--- src/rtl/move_cmd_queue.sv ---
`default_nettype none
// ============================================================================
// move_cmd_queue : key-press edge detector feeding a small command FIFO
// Revision: 1.0
// ============================================================================
module move_cmd_queue #(
   parameter int DEPTH = 4
) (
   input  logic                     clk,
   input  logic                     rst,
   input  logic                     up,
   input  logic                     down,
   input  logic                     left,
   input  logic                     right,
   input  logic                     Enter,
   input  logic                     flush,
   input  logic                     cmd_ready,
   output logic                     cmd_valid,
   output logic [2:0]               cmd,
   output logic [$clog2(DEPTH):0]   count,
   output logic                     overflow
);

   localparam int c_aw = $clog2(DEPTH);
   localparam int c_cw = c_aw + 1;

   logic [4:0]      w_lvl;
   logic [4:0]      w_rise;
   logic [4:0]      r_prev;
   logic [2:0]      w_code;
   logic            w_press;
   logic            w_full;
   logic            w_pop;
   logic            w_push;
   logic            w_drop;
   logic [c_aw-1:0] r_wr;
   logic [c_aw-1:0] r_rd;
   logic [c_aw-1:0] w_rd_nxt;
   logic [c_cw-1:0] r_count;
   logic [c_cw-1:0] w_remain;
   logic [c_cw-1:0] w_count_nxt;
   logic [2:0]      w_head_nxt;
   logic [2:0]      r_cmd;
   logic            r_ovf;
   logic [2:0]      r_mem [DEPTH];

   assign w_lvl  = {Enter, right, left, down, up};
   assign w_rise = w_lvl & ~r_prev;

   always_comb begin
      w_code  = 3'd0;
      w_press = |w_rise;
      if (w_rise[0])      w_code = 3'd0;
      else if (w_rise[1]) w_code = 3'd1;
      else if (w_rise[2]) w_code = 3'd2;
      else if (w_rise[3]) w_code = 3'd3;
      else if (w_rise[4]) w_code = 3'd4;
   end

   assign w_full      = (r_count == c_cw'(DEPTH));
   assign w_pop       = (r_count != '0) & cmd_ready;
   assign w_push      = w_press & (~w_full | w_pop);
   assign w_drop      = w_press & w_full & ~w_pop & ~flush;
   assign w_rd_nxt    = w_pop ? r_rd + c_aw'(1) : r_rd;
   assign w_remain    = r_count - c_cw'(w_pop);
   assign w_count_nxt = w_remain + c_cw'(w_push);
   // If nothing older survives this edge, the new head is the command being pushed now.
   assign w_head_nxt  = (w_remain == '0) ? w_code : r_mem[w_rd_nxt];

   always_ff @(posedge clk) begin
      if (w_push && !flush) r_mem[r_wr] <= w_code;
   end

   always_ff @(posedge clk or negedge rst) begin
      if (!rst) begin
         r_prev  <= 5'b11111;
         r_wr    <= '0;
         r_rd    <= '0;
         r_count <= '0;
         r_cmd   <= 3'd0;
         r_ovf   <= 1'b0;
      end else begin
         r_prev <= w_lvl;
         if (flush) begin
            r_wr    <= '0;
            r_rd    <= '0;
            r_count <= '0;
            r_ovf   <= 1'b0;
         end else begin
            if (w_push) r_wr <= r_wr + c_aw'(1);
            r_rd    <= w_rd_nxt;
            r_count <= w_count_nxt;
            r_ovf   <= w_drop;
            // Output holds its last value while the queue is empty.
            if (w_count_nxt != '0) r_cmd <= w_head_nxt;
         end
      end
   end

   assign cmd_valid = (r_count != '0);
   assign cmd       = r_cmd;
   assign count     = r_count;
   assign overflow  = r_ovf;

endmodule
`default_nettype wire

--- config.mk ---
export PLATFORM = sky130hd
export DESIGN_NAME = move_cmd_queue
export DESIGN_NICKNAME = d
export VERILOG_FILES = /design/src/rtl/move_cmd_queue.sv
export SDC_FILE = /design/constraint.sdc
export NUM_CORES = 1
export LEC_CHECK = 0
export ABC_AREA = 1
export BUFFER_PORTS_ARGS = -buffer_cell sky130_fd_sc_hd__clkbuf_2
export CAP_MARGIN = 20
export CORE_ASPECT_RATIO = 0.75
export CORE_MARGIN = 3
export CORE_UTILIZATION = 45
export DETAILED_ROUTE_END_ITERATION = 7
export PLACE_DENSITY = 0.69
export SLEW_MARGIN = 20
export SYNTH_ARGS = -nofsm -noshare
export SYNTH_HDL_FRONTEND = slang
export SYNTH_SLANG_ARGS = --single-unit
--- constraint.sdc ---
create_clock -name clk -period 2.8 [get_ports clk]
set_input_delay 0.14 -clock clk [delete_from_list [all_inputs] [get_ports clk]]
set_output_delay 0.14 -clock clk [all_outputs]
set_load 0.02 [all_outputs]
==> metrics.md <==
| Metric | Value |
|---|---|
| Status | complete, no violations |
| Crit. End Element | register |
| H-tree depth | 1 |
| FMAX | 444 MHz |
| Leakage power | roughly 0.00089 uW |
| Final Non-Filler Cells | roughly 230 |
| Min-Delay Path Class | in -> reg |
| Crit Path Max Fanout | 6 |
| Final RePlAce weighted congestion | 0.821 |
| Initial antenna violation count | 0 |
| TritonCTS clock tree | done |
| Synth Cell Area | about 1500 sq um |
| CP required | 2.97 ns |
| Number of buffers created by CTS | 3 |
| IO Count | 17 |
| Antenna Diode Count | 0 |
| Total GRT Usage | 0.142 |
| Synth Area in Adders | 0.0687 |
| Pwr dens | between 900 and 1000 nW/um^2 |
| Chip Height | between 50 and 60 um |
| Layout cells sized above 1 | 0.223 |
| Sequential share of the synthesized area | 0.526 |
| Fin Setup TNS | 0 ns |
| Chip width | roughly 72 um |
| Syn Inst Count | about 160 |
| Layout area overhead | 17.8% |
| Most frequent cells in the layout | inv_1 (35), nand2_1 (32), nor2_1 (18), nand3_1 (18), clkbuf_2 (16) |
| Arr. time, crit path | 2.43 ns |
| Xor and xnor area share after synthesis | 0.0112 |
| Seq cells post-synth | 28 |
| Max-slew violations | 0 |
| Tcrit/Tclk final | 0.805 |
| Core area | between 3000 and 4000 sq um |
| Post-synthesis compound-gate area fraction | 0.0155 |
| VDD IR max | roughly 0.00048 V |
| Clock Tree Root | clkbuf_8 |
| Drt wl/cell | 11.4 um |
| Area contributors post-synth | edfxtp_1 (25%), dfrtp_1 (19%), dfstp_2 (9.0%) |
| Largest family of logic cells by synthesized area | simple AND/OR/NAND/NOR gates |
| Final setup vio count | 0 |
| Starting Density | 0.483 |
| Dpl cells | 216 |
| Worst slew pin tran | 0.662 ns |
| Final hold violations | 0 |
| CP Launch Type | register |
| Via count | 1,060 |
| Post-synthesis mux area share | 0 |
| Synth Area in Simple Gates | 0.278 |
| Unique cell type count in the Yosys netlist | 19 |
| Unrepaired setup endpoints after global routing | false |
| Num rows | 17 |
| Clock tree buffer depth | 2 |
| Worst-Skew Late Latency | approximately 0.27 ns |
| DR pass1 iterations | 4 |
| Vias in the first global route | 1,030 |
| Yosys warns | 0 |
| Most common cell after layout, fill and taps aside | inv_1 |
| Clock transition at path regs | around 0.090 ns |
| Setup Fix Bufs, Post-CTS | 0 |
| Max-Cap Viols | 0 |
| Yosys top cell by area | edfxtp_1 |
| Synth top area share | 0.247 |
| Die ar. | roughly 4000 sq um |
| Skew final | around 0.0019 ns |
| Drt via density | 4.69 |
| Grt total ovfl | 0 |
| Buffers on Ports | 16 |
| Largest net degree at the start of global routing | 17 |
| WL final | around 2600 um |
| Nets@finish | between 200 and 250 |
| Slew HR | 0.555 |
| Syn_nets | ~180 |
| Kind of critical path | reg -> reg |
| Antenna Nets Post-Route | 0 |
| Fin crit period | around 2.3 ns |
| DRC | 0 |
| Avg Inst Size Synth | ~9 sq um |
| Initial drt markers | 46 |
| First-pass GRT wire length | 4400 um |
| Clock sink count | 28 |
| DPL Wire Length | slightly below 2000 um |
layout make-up:
cell class / count / area [sq um]
well taps: 38 / 47.5
multi-input cells: 95 / 544
fillers: 270 / 1300
flip-flops and latches: 28 / 767
clock inverters: 1 / 30.0
repair buffers: 22 / 140
clock buffers: 3 / 41.3
inverters: 39 / 146
path summary, 6_finish.rpt:
kind	startpoint	to	slack (ns)	cells past startpoint
min	flush	count[2]	0.17	2
max in group asynchronous	rst	r_prev[2]	2.16	2
min reg2reg	cmd[2]	cmd[2]	0.49	2
min in group asynchronous	rst	r_wr[1]	0.32	2
max reg2reg	count[1]	cmd[2]	0.55	14
max	count[1]	cmd[2]	0.55	14
stage by stage:
stage | total power [uW] | hold slack, ns | worst slack, ns | area (sq um) | utilization
floorplan | 1200 | -0.156 | 0.599 | 1460 | -
global placement | 1350 | 0.0765 | 0.642 | 1590 | 0.525
detailed placement | 1380 | 0.0862 | 0.567 | 1590 | 0.525
CTS | 1710 | 0.156 | 0.521 | 1720 | 0.568
global route | 1820 | 0.171 | 0.415 | 1720 | 0.568
finish | 1680 | 0.166 | 0.546 | 1720 | 0.568
cells by family (layout without fill, tap and decap cells):
kind of cell	count (synthesis)	count (layout)
XOR/XNOR	1	1
AND/OR/NAND/NOR	82	82
flip-flops	28	28
buffers and inverters	39	65
adder cells (fa/ha/maj)	8	8
AO/OA/AOI/OAI	4	4
cells in the mapped netlist, drive strengths merged:
cell type,instances
xnor2,1
inv,39
nand2,41
a21boi,1
nand3,19
nor3,1
nand4,1
a21oi,1
dfstp,5
ha,8
o21ai,2
nor2,20
edfxtp,12
dfrtp,11
state kept, by name, summed over array words and instances (netlist names):
| register | cells |
|---|---|
| r_rd | 2 |
| r_prev | 5 |
| cmd | 3 |
| overflow | 1 |
| r_wr | 2 |
| r_mem | 12 |
| count | 3 |
timing repair:
action / in CTS / in global routing
gates resized for setup: 0 / 0
hold buffers: 6 / 0
setup endpoints to repair: 0 / 0
endpoints found under the hold margin: 16 / 0
critical path: stages (launching register included):
cell     delay (ns)
dfrtp_1        0.44
nor2_4         0.15
nand2_4        0.08
nand2_4        0.09
inv_1          0.05
ha_1           0.17
ha_1           0.29
inv_1          0.05
ha_1           0.22
xnor2_2        0.18
nand3_1        0.09
nand2_1        0.16
nor2_1         0.06
nand2_1        0.07
nand2_1        0.05
power by group:
group / internal (uW) / switching [uW] / leakage, uW / total (uW)
logic: 289 / 512 / 0.000544 / 800
clock network: 191 / 118 / 0.0000357 / 310
registers: 517 / 55.7 / 0.000307 / 573
metal layers:
layer	GRT usage	up-vias	wire length (um)	part of all wire
li1	-	545	-	-
met1	0.181	489	1200	0.46
met2	0.245	24	1280	0.50
met3	0.0327	2	93	0.036
met4	0.0322	0	10	0.0039
met5	0	-	0	0
Note: power is estimated with default switching activity, not from simulation.
